### src/rtl/poly_arith_pkg.sv
`default_nettype none
// +----------------------------------------------------------------------+
// | poly_arith_pkg : shared coefficient, PE mode and issue-state types   |
// | Rev 1.0                                                              |
// +----------------------------------------------------------------------+
package poly_arith_pkg;

  localparam int COEFF_W = 16;

  typedef logic [COEFF_W-1:0] coeff_t;

  typedef enum logic [2:0] {
    PE_MODE_NTT  = 3'd0,
    PE_MODE_INTT = 3'd1,
    PE_MODE_CWM  = 3'd2,
    PE_MODE_ADD  = 3'd3,
    PE_MODE_SUB  = 3'd4
  } pe_mode_e;

  typedef enum logic [1:0] {
    PE_ISSUE_STREAM = 2'd0,
    PE_ISSUE_DRAIN  = 2'd1,
    PE_ISSUE_GAP    = 2'd2
  } pe_issue_state_e;

  typedef struct packed {
    coeff_t   u;
    coeff_t   v;
    pe_mode_e mode;
  } pe_result_t;

endpackage
`default_nettype wire

### src/rtl/sync_fifo.sv
`default_nettype none
// +----------------------------------------------------------------------+
// | sync_fifo : single-clock FIFO with occupancy count, zero when empty  |
// | Rev 1.0                                                              |
// +----------------------------------------------------------------------+
module sync_fifo #(
  parameter  int WIDTH = 8,
  parameter  int DEPTH = 8,
  localparam int CNT_W = $clog2(DEPTH + 1)
) (
  input  logic             clk,
  input  logic             rst_n,
  input  logic             push_i,
  input  logic [WIDTH-1:0] data_i,
  input  logic             pop_i,
  output logic             valid_o,
  output logic [WIDTH-1:0] data_o,
  output logic [CNT_W-1:0] count_o
);

  localparam int PTR_W = (DEPTH > 1) ? $clog2(DEPTH) : 1;

  logic [WIDTH-1:0] mem_q [DEPTH];
  logic [PTR_W-1:0] wr_ptr_q, wr_ptr_d;
  logic [PTR_W-1:0] rd_ptr_q, rd_ptr_d;
  logic [CNT_W-1:0] count_q, count_d;
  logic             w_push, w_pop;

  function automatic logic [PTR_W-1:0] ptr_inc(input logic [PTR_W-1:0] p);
    return (p == PTR_W'(DEPTH - 1)) ? '0 : p + PTR_W'(1);
  endfunction

  assign w_push = push_i && (count_q != CNT_W'(DEPTH));
  assign w_pop  = pop_i && (count_q != '0);

  always_comb begin
    wr_ptr_d = wr_ptr_q;
    rd_ptr_d = rd_ptr_q;
    count_d  = count_q;
    if (w_push) wr_ptr_d = ptr_inc(wr_ptr_q);
    if (w_pop)  rd_ptr_d = ptr_inc(rd_ptr_q);
    if (w_push && !w_pop)      count_d = count_q + CNT_W'(1);
    else if (!w_push && w_pop) count_d = count_q - CNT_W'(1);
  end

  always_ff @(posedge clk or negedge rst_n) begin
    if (!rst_n) begin
      wr_ptr_q <= '0;
      rd_ptr_q <= '0;
      count_q  <= '0;
    end else begin
      wr_ptr_q <= wr_ptr_d;
      rd_ptr_q <= rd_ptr_d;
      count_q  <= count_d;
    end
  end

  always_ff @(posedge clk) begin
    if (w_push) mem_q[wr_ptr_q] <= data_i;
  end

  assign valid_o = (count_q != '0);
  assign data_o  = valid_o ? mem_q[rd_ptr_q] : '0;
  assign count_o = count_q;

endmodule
`default_nettype wire

### src/rtl/pe_issue_ctrl.sv
`default_nettype none
// +----------------------------------------------------------------------+
// | pe_issue_ctrl : credit-limited issue/drain/mode-switch controller    |
// | for one butterfly PE with an in-order, mode-tagged result FIFO.      |
// | Rev 1.0                                                              |
// +----------------------------------------------------------------------+
module pe_issue_ctrl
  import poly_arith_pkg::*;
#(
  parameter int MAX_INFLIGHT = 8,
  parameter int SWITCH_GAP   = 2
) (
  input  logic     clk,
  input  logic     rst_n,
  input  logic     req_valid_i,
  output logic     req_ready_o,
  input  coeff_t   req_a_i,
  input  coeff_t   req_b_i,
  input  coeff_t   req_w_i,
  input  coeff_t   req_tf_i,
  input  pe_mode_e req_mode_i,
  output logic     pe_valid_o,
  output coeff_t   pe_a_o,
  output coeff_t   pe_b_o,
  output coeff_t   pe_w_o,
  output coeff_t   pe_tf_o,
  output pe_mode_e pe_ctrl_o,
  input  logic     pe_valid_i,
  input  coeff_t   pe_u_i,
  input  coeff_t   pe_v_i,
  output logic     res_valid_o,
  input  logic     res_ready_i,
  output coeff_t   res_u_o,
  output coeff_t   res_v_o,
  output pe_mode_e res_mode_o,
  output logic     busy_o,
  output logic     err_o
);

  localparam int CNT_W = $clog2(MAX_INFLIGHT + 1);
  localparam int GAP_W = (SWITCH_GAP > 0) ? $clog2(SWITCH_GAP + 1) : 1;

  pe_issue_state_e state_q, state_d;
  pe_mode_e        cur_mode_q, cur_mode_d;
  pe_mode_e        pend_mode_q, pend_mode_d;
  logic [CNT_W-1:0] inflight_q, inflight_d;
  logic [GAP_W-1:0] gap_cnt_q, gap_cnt_d;
  logic            pe_valid_q, pe_valid_d;
  coeff_t          pe_a_q, pe_a_d, pe_b_q, pe_b_d;
  coeff_t          pe_w_q, pe_w_d, pe_tf_q, pe_tf_d;
  logic            err_q, err_d;

  logic             w_fifo_valid;
  logic [CNT_W-1:0] w_fifo_count;
  pe_result_t       w_push_data, w_head;
  logic             w_credit_ok, w_ready, w_accept, w_return, w_ghost;

  // FIFO occupancy is registered, so credits freed by a pop appear next cycle.
  assign w_credit_ok = ({1'b0, inflight_q} + {1'b0, w_fifo_count})
                       < (CNT_W + 1)'(MAX_INFLIGHT);
  assign w_ready  = rst_n && (state_q == PE_ISSUE_STREAM)
                    && (req_mode_i == cur_mode_q) && w_credit_ok;
  assign w_accept = req_valid_i && w_ready;
  assign w_return = pe_valid_i && (inflight_q != '0);
  assign w_ghost  = pe_valid_i && (inflight_q == '0);

  assign w_push_data = '{u: pe_u_i, v: pe_v_i, mode: cur_mode_q};

  always_comb begin
    state_d     = state_q;
    cur_mode_d  = cur_mode_q;
    pend_mode_d = pend_mode_q;
    gap_cnt_d   = gap_cnt_q;
    inflight_d  = inflight_q;
    err_d       = err_q | w_ghost;
    pe_valid_d  = w_accept;
    pe_a_d      = w_accept ? req_a_i  : '0;
    pe_b_d      = w_accept ? req_b_i  : '0;
    pe_w_d      = w_accept ? req_w_i  : '0;
    pe_tf_d     = w_accept ? req_tf_i : '0;

    if (w_accept && !w_return)      inflight_d = inflight_q + CNT_W'(1);
    else if (!w_accept && w_return) inflight_d = inflight_q - CNT_W'(1);

    case (state_q)
      PE_ISSUE_STREAM: begin
        if (req_valid_i && (req_mode_i != cur_mode_q)) begin
          state_d     = PE_ISSUE_DRAIN;
          pend_mode_d = req_mode_i;
        end
      end
      PE_ISSUE_DRAIN: begin
        // Queued results keep their own mode tag, so only the PE must be empty.
        if (inflight_q == '0) begin
          cur_mode_d = pend_mode_q;
          gap_cnt_d  = GAP_W'(SWITCH_GAP);
          state_d    = (SWITCH_GAP == 0) ? PE_ISSUE_STREAM : PE_ISSUE_GAP;
        end
      end
      PE_ISSUE_GAP: begin
        if (gap_cnt_q <= GAP_W'(1)) state_d = PE_ISSUE_STREAM;
        else                        gap_cnt_d = gap_cnt_q - GAP_W'(1);
      end
      default: state_d = PE_ISSUE_STREAM;
    endcase
  end

  always_ff @(posedge clk or negedge rst_n) begin
    if (!rst_n) begin
      state_q     <= PE_ISSUE_STREAM;
      cur_mode_q  <= PE_MODE_NTT;
      pend_mode_q <= PE_MODE_NTT;
      inflight_q  <= '0;
      gap_cnt_q   <= '0;
      pe_valid_q  <= 1'b0;
      pe_a_q      <= '0;
      pe_b_q      <= '0;
      pe_w_q      <= '0;
      pe_tf_q     <= '0;
      err_q       <= 1'b0;
    end else begin
      state_q     <= state_d;
      cur_mode_q  <= cur_mode_d;
      pend_mode_q <= pend_mode_d;
      inflight_q  <= inflight_d;
      gap_cnt_q   <= gap_cnt_d;
      pe_valid_q  <= pe_valid_d;
      pe_a_q      <= pe_a_d;
      pe_b_q      <= pe_b_d;
      pe_w_q      <= pe_w_d;
      pe_tf_q     <= pe_tf_d;
      err_q       <= err_d;
    end
  end

  sync_fifo #(
    .WIDTH ($bits(pe_result_t)),
    .DEPTH (MAX_INFLIGHT)
  ) u_result_fifo (
    .clk     (clk),
    .rst_n   (rst_n),
    .push_i  (w_return),
    .data_i  (w_push_data),
    .pop_i   (res_ready_i),
    .valid_o (w_fifo_valid),
    .data_o  (w_head),
    .count_o (w_fifo_count)
  );

  assign req_ready_o = w_ready;
  assign pe_valid_o  = pe_valid_q;
  assign pe_a_o      = pe_a_q;
  assign pe_b_o      = pe_b_q;
  assign pe_w_o      = pe_w_q;
  assign pe_tf_o     = pe_tf_q;
  assign pe_ctrl_o   = cur_mode_q;
  assign res_valid_o = w_fifo_valid;
  assign res_u_o     = w_head.u;
  assign res_v_o     = w_head.v;
  assign res_mode_o  = w_head.mode;
  assign busy_o      = (inflight_q != '0) || w_fifo_valid || (state_q != PE_ISSUE_STREAM);
  assign err_o       = err_q;

endmodule
`default_nettype wire

### config.mk
export PLATFORM = sky130hd
export DESIGN_NAME = pe_issue_ctrl
export DESIGN_NICKNAME = d
export VERILOG_FILES = /design/src/rtl/poly_arith_pkg.sv /design/src/rtl/sync_fifo.sv /design/src/rtl/pe_issue_ctrl.sv
export SDC_FILE = /design/constraint.sdc
export NUM_CORES = 1
export LEC_CHECK = 0
export ABC_CLOCK_PERIOD_IN_PS = 4900
export CAP_MARGIN = 20
export CORE_MARGIN = 3
export CORE_UTILIZATION = 34
export DETAILED_ROUTE_END_ITERATION = 7
export HOLD_SLACK_MARGIN = 0.03
export PLACE_DENSITY_LB_ADDON = 0.1
export REMOVE_ABC_BUFFERS = 1
export SYNTH_ARGS = -nofsm -noshare
export SYNTH_HDL_FRONTEND = slang
export SYNTH_SLANG_ARGS = --single-unit
### constraint.sdc
create_clock -name clk -period 4.9 [get_ports clk]
set_input_delay 0.735 -clock clk [delete_from_list [all_inputs] [get_ports clk]]
set_output_delay 0.735 -clock clk [all_outputs]
set_load 0.1 [all_outputs]
=== Yosys cells after proc, flatten, opt, wreduce, memory -nomap -nowiden ===
Memory sizes are Yosys's and may differ from the RTL's.
Cells that the tools add are included.

* Flip-flop bits (word level): 90
* RAM bits: 280
* Input port bits: 104
* Output and inout bits: 107
* Logic and storage cells: 87
* Memories: 1

* Add/sub/neg operators: 8
* Magnitude comparators: 2
* Eq/ne operators: 11
* Mux-type cells: 19
* Bitwise logic cells: 1
* Reduce and logical (&&, ||, !) cells: 31

{| class="wikitable"
|+ Memory list
! name !! depth !! bits a word !! read ports !! clocked after Yosys merged registers in !! wr ports !! line !! source
|-
| u_result_fifo.mem_q || 8 || 35 || 1 || 0 || 1 || sync_fifo.sv:23 || <nowiki>logic [WIDTH-1:0] mem_q [DEPTH];</nowiki>
|}

{| class="wikitable"
|+ Operators with widths
! operator !! number
|-
| 16-bit 2-to-1 mux || 4
|-
| 35-bit 2-to-1 mux || 1
|-
| 4-bit 2-to-1 mux || 4
|-
| 1-bit logical AND || 13
|-
| 4-bit by 1-bit adder with 4-bit output (second input constant) || 2
|-
| 2-bit 2-to-1 mux || 4
|-
| 2-bit nonzero test || 4
|-
| 4-bit nonzero test || 2
|-
| 4-bit by 1-bit subtractor with 4-bit output (second input constant) || 2
|-
| 3-bit by 1-bit adder with 3-bit output (second input constant) || 2
|-
| 3-bit == test (second input constant) || 2
|-
| 3-bit 2-to-1 mux || 2
|-
| 2-bit != test (second input constant) || 3
|-
| 2-bit case mux with 3 select lines || 1
|-
| 3-bit AND reduction || 2
|-
| 4-bit by 4-bit adder with 5-bit output || 1
|-
| 5-bit by 4-bit < comparator with 1-bit output (second input constant) || 1
|-
| 1-bit zero test || 4
|-
| 4-bit zero test || 1
|-
| 4-bit != test (second input constant) || 1
|-
| 2-bit case mux with 2 select lines || 1
|-
| 2-bit AND reduction || 2
|-
| 3-bit == test || 1
|-
| 3-bit != test || 1
|-
| 9 further kinds || 11
|}

=== Depth between registers and ports, before layout ===
* Word-level depth: 9
* Gate-level depth with buffers: 12
* Mapped depth without buffers: 10

=== Hierarchy ===
A second synthesis with hierarchy kept.

* Cell total of the unflattened synthesis: 780
* Area, all modules: 14,805.4 µm²

{| class="wikitable"
|+ By module, submodules not included
! module !! instances !! cells an instance !! area each (µm²) !! sequential area each (µm²)
|-
| sync_fifo || 1 || 478 || 11,149.4 || 8,658.3
|-
| pe_issue_ctrl || 1 || 302 || 3,656.0 || 2,001.9
|}

=== Worst setup path before layout ===
Ideal clock, no wire load.

* Path kind: flip-flop to output port
* From: register cur_mode_q[0], in the netlist pe_ctrl_o[0]
* To: output req_ready_o
* Data arrival time: 4.527 ns
* Required time: 4.165 ns
* Setup slack: -0.362 ns
* Cell stages (with the launch flop): 5
* Buffers on the path: 1
* Path through: dfrtp_1 xnor2_1 nand3_1 clkbuf_1 nor4_1

* Longest elaborated chain between the ends: 3

{| class="wikitable"
|+ Ends and longest elaborated chain
! what !! line !! source
|-
| from (decl) || pe_issue_ctrl.sv:44 || <nowiki>pe_mode_e cur_mode_q, cur_mode_d;</nowiki>
|-
| from (signal assigned) || pe_issue_ctrl.sv:123 || <nowiki>cur_mode_q <= cur_mode_d;</nowiki>
|-
| 3-bit == test || pe_issue_ctrl.sv:62 || <nowiki>&& (req_mode_i == cur_mode_q) && w_credit_ok;</nowiki>
|-
| 1-bit logical AND (2 in a row) || pe_issue_ctrl.sv:62 ||
|-
| to (decl) || pe_issue_ctrl.sv:16 || <nowiki>output logic req_ready_o,</nowiki>
|}

No other way between the ends.

=== Worst setup path after layout ===
* From: register u_result_fifo.rd_ptr_q[0]
* To: output res_u_o[15]

* Longest elaborated chain between the ends: 2

{| class="wikitable"
|+ Ends and longest elaborated chain
! what !! line !! source
|-
| from (decl) || sync_fifo.sv:25 || <nowiki>logic [PTR_W-1:0] rd_ptr_q, rd_ptr_d;</nowiki>
|-
| from (signal assigned) || sync_fifo.sv:53 || <nowiki>rd_ptr_q <= rd_ptr_d;</nowiki>
|-
| memory 8 x 35 bit || n/a ||
|-
| 35-bit 2-to-1 mux || sync_fifo.sv:63 || <nowiki>assign data_o = valid_o ? mem_q[rd_ptr_q] : '0;</nowiki>
|-
| to (decl) || pe_issue_ctrl.sv:33 || <nowiki>output coeff_t res_u_o,</nowiki>
|}

No other way between the ends.

==> flow_metrics.env <==
export IMPL_rsz0062_at_grt="no"
export IMPL_crit_chain="mux4_2, a22o_1, clkdlybuf4s50_1"
export IMPL_grt_pass1_vias=8371
export IMPL_dp_hpwl_um=19800
export IMPL_wirelength_um=34400
export IMPL_gp_congestion=0.735
export IMPL_powerDensity_mw_per_mm2=678
export IMPL_cts_resized=0
export IMPL_p_total_uw=12500
export IMPL_nets=1116
export IMPL_p_int_uw=7200
export IMPL_worst_setup_path_end_kind="output port"
export IMPL_wl_per_cell_um=22.1
export IMPL_n_fill_cell=3586
export IMPL_power_frac_comb_pct=41.8
export IMPL_ir_drop_v=0.000310
export IMPL_crit_reg2reg_capture="inflight_q[3]"
export IMPL_avgSynthCellArea_um2=18.6
export IMPL_p_leak_uw=0.00659
export IMPL_syn_area_mm2=0.0145
export IMPL_grt_max_degree=68
export IMPL_ctsHoldBuffers=0
export IMPL_clkTransAtPathRegs_ns=0.05
export IMPL_drt_iter0_markers=433
export IMPL_netSwitchingPower_uw=5260
export IMPL_timing_hold_ws_ns=0.0986
export IMPL_worst_path_max_delay_cell="dfrtp_4"
export IMPL_io_pins=211
export IMPL_pwr_share_seq_pct=34.8
export IMPL_fp_coreArea_mm2=0.0414
export IMPL_fp_dieW_um=212
export IMPL_cts_sinks=370
export IMPL_met3WireLength_um=2950
export IMPL_rr_worst_depth=10
export IMPL_hold_violations=0
export IMPL_fin_crit_ns=4.21
export IMPL_numPortBuffers=210
export IMPL_htree_levels=2
export IMPL_wl_met2_um=15500
export IMPL_finalSetupViolations=0
export IMPL_cts_tree="done"
export IMPL_swShare_pct=42.2
export IMPL_yosys_warnings=0
export IMPL_synth_main_ff_cell="edfxtp_1"
export IMPL_r2r_setup_slack_ns=1.62
export IMPL_max_freq_mhz=237
export IMPL_die_area_mm2=0.0450
export IMPL_critPathMaxStageDelay_ns=1.06
export IMPL_worstPathRequired_ns=4.16
export IMPL_cts_max_path_buffers=3
export IMPL_criticalPathCategory="flip-flop to output port"
export IMPL_slew_headroom_pct=29.3
export IMPL_drive_gt1_share_pct=19.0
export IMPL_start_util_pct=34.9
export IMPL_start_kind="flip-flop"
export IMPL_clock_latency_ns=0.55
export IMPL_maxSlewViolCount=0
export IMPL_insertedDiodeCount=0
export IMPL_ys_seq_area_share_pct=73.7
export IMPL_layout_setup_ws_ns=0.688
export IMPL_cap_viol_max_count=0
export IMPL_crit_start="u_result_fifo.rd_ptr_q[0]"
export IMPL_cts_root_buf="clkbuf_16"
export IMPL_highest_layer="met4"
export IMPL_postCtsSetupRepairBufs=0
export IMPL_status="complete, no violations"
export IMPL_crit_reg2reg_launch="inflight_q[3]"
export IMPL_area_growth_syn_to_layout_pct=27.2
export IMPL_tightestPinTransition_ns=1.06
export IMPL_critPathCapture="res_u_o[15]"
export IMPL_post_route_period_util_pct=86.0
export IMPL_synth_edf_count=280
export IMPL_dp_cells=1484
export IMPL_final_cell_count_no_fill=1558
export IMPL_synthCells=777
export IMPL_drt_first_pass_iters=5
export IMPL_via_per_inst=5.04
export IMPL_grt_use_total_pct=15.5
export IMPL_power_share_clock_pct=23.3
export IMPL_gr_total_overflow=0
export IMPL_rows=74
export IMPL_synth_distinct_cells=44
export IMPL_die_h_um=212
export IMPL_synth_seq_cells=370
export IMPL_synth_async_reset_ratio_pct=24.3
export IMPL_grt_pass1_wl_um=52300
export IMPL_crit_path_max_fanout=46
export IMPL_hold_class="input pin to async pin"
export IMPL_antenna_found_initial=0
export IMPL_vias=7848
export IMPL_place_ws_ns=1.16
export IMPL_wirelength_met1_um=15200
export IMPL_skew_ns=0.0263
export IMPL_worstPathArrival_ns=3.48
export IMPL_route_detailed_drc=0
export IMPL_antenna_left=0
export IMPL_cts_buffers=42
cells in the mapped netlist (4+ instances only):
cell	n	area share, %
nand3_1	6	0.21
nor4_1	66	2.9
nand2_1	5	0.13
edfxtp_1	280	58
clkbuf_1	23	0.60
dfrtp_1	90	16
ha_1	14	1.2
nor3_1	5	0.17
buf_2	20	0.69
mux2_2	12	0.93
a22o_1	35	2.1
or4_1	4	0.21
xnor2_1	7	0.42
nand3b_1	4	0.21
o211ai_1	4	0.21
o21ai_0	6	0.21
buf_6	7	0.55
a21oi_1	8	0.28
mux4_2	70	11
inv_1	70	1.8
layer usage:
metal / global-route usage [%] / up-vias
li1: - / 3539
met1: 20.4 / 4043
met2: 24.1 / 227
met3: 5.92 / 39
met4: 4.36 / 0
met5: 0 / -
power groups by stage:
stage               registers [uW]  logic (uW)  clock network [uW]
CTS                           4360        5300                3020
floorplan                     4500        3780                   0
global placement              4420        5290                   0
detailed placement            4420        5280                   0
global route                  4430        5490                3140
finish                        4340        5210                2910
cell usage in the layout, fill, tap and decap left out, types with 3 or more instances in the layout:
| cell | instances |
|---|---|
| a22o_1 | 35 |
| o211ai_1 | 4 |
| buf_12 | 3 |
| and4b_2 | 3 |
| dfrtp_1 | 88 |
| nand3_1 | 5 |
| mux2i_1 | 3 |
| clkdlybuf4s50_1 | 188 |
| ha_1 | 14 |
| inv_1 | 70 |
| clkbuf_1 | 9 |
| nand2_1 | 5 |
| clkinv_1 | 10 |
| nand3b_1 | 4 |
| nor4_1 | 66 |
| buf_4 | 36 |
| a21oi_1 | 8 |
| or4_1 | 4 |
| nor2_1 | 3 |
| mux4_2 | 70 |
| clkbuf_16 | 43 |
| o21ai_0 | 5 |
| xnor2_1 | 7 |
| clkinv_2 | 7 |
| mux2_2 | 12 |
| nor3_1 | 5 |
| edfxtp_1 | 280 |
| a21o_1 | 3 |
worst min path at each step:
stage,start,endpoint,slack (ns),cells past startpoint
detailed placement,err_o,err_o,0.45,1
CTS,rst_n,u_result_fifo.rd_ptr_q[1],0.07,1
global placement,err_o,err_o,0.45,1
finish,rst_n,u_result_fifo.rd_ptr_q[1],0.1,1
global route,rst_n,u_result_fifo.rd_ptr_q[1],0.1,1
floorplan,rst_n,err_o,0.44,0
per-stage QoR:
stage                     TNS [ns]  area, um^2  utilization [%]
after floorplan             -30.43       14200                -
after global placement           0       17100             41.4
after detailed placement         0       17100             41.4
after CTS                        0       18400             44.4
after global routing             0       18400             44.4
final                            0       18400             44.4
state kept, by name (all words and copies together), names as in the netlist, 3 cells and up:
register / flops
pend_mode_q: 3
pe_tf_o: 16
u_result_fifo.rd_ptr_q: 3
pe_w_o: 16
pe_b_o: 16
pe_ctrl_o: 3
pe_a_o: 16
inflight_q: 4
u_result_fifo.mem_q: 280
u_result_fifo.count_o: 4
u_result_fifo.wr_ptr_q: 3
worst max-delay path: cells and delay by family, from the launching register on:
family,cells,cell delay (ns)
muxes,1,0.60
buffers and inverters,1,0.98
AOI/OAI and AO/OA,1,0.26
DFF,1,1.06
area by class of cell:
cell class                 count  area (um^2)  area share, %
sequential                   370        10700           58.0
tap                          532          666           3.62
clock buffer                  52         1110           6.04
timing repair buffer         227         2210           12.0
clock inverter                22          156          0.851
inverter                      70          263           1.43
multi-input combinational    285         3310           18.0
kinds of logic after synthesis:
group           Yosys count  share of synthesized area (%)
compound gates           64                           3.51
xor+xnor                  7                          0.424
fa+ha+maj                16                           1.49
buf+inv                 122                           3.76
flops                   370                           73.7
mux                      85                           12.0
simple gates            113                           5.02
(Power assumes the default switching activity.)
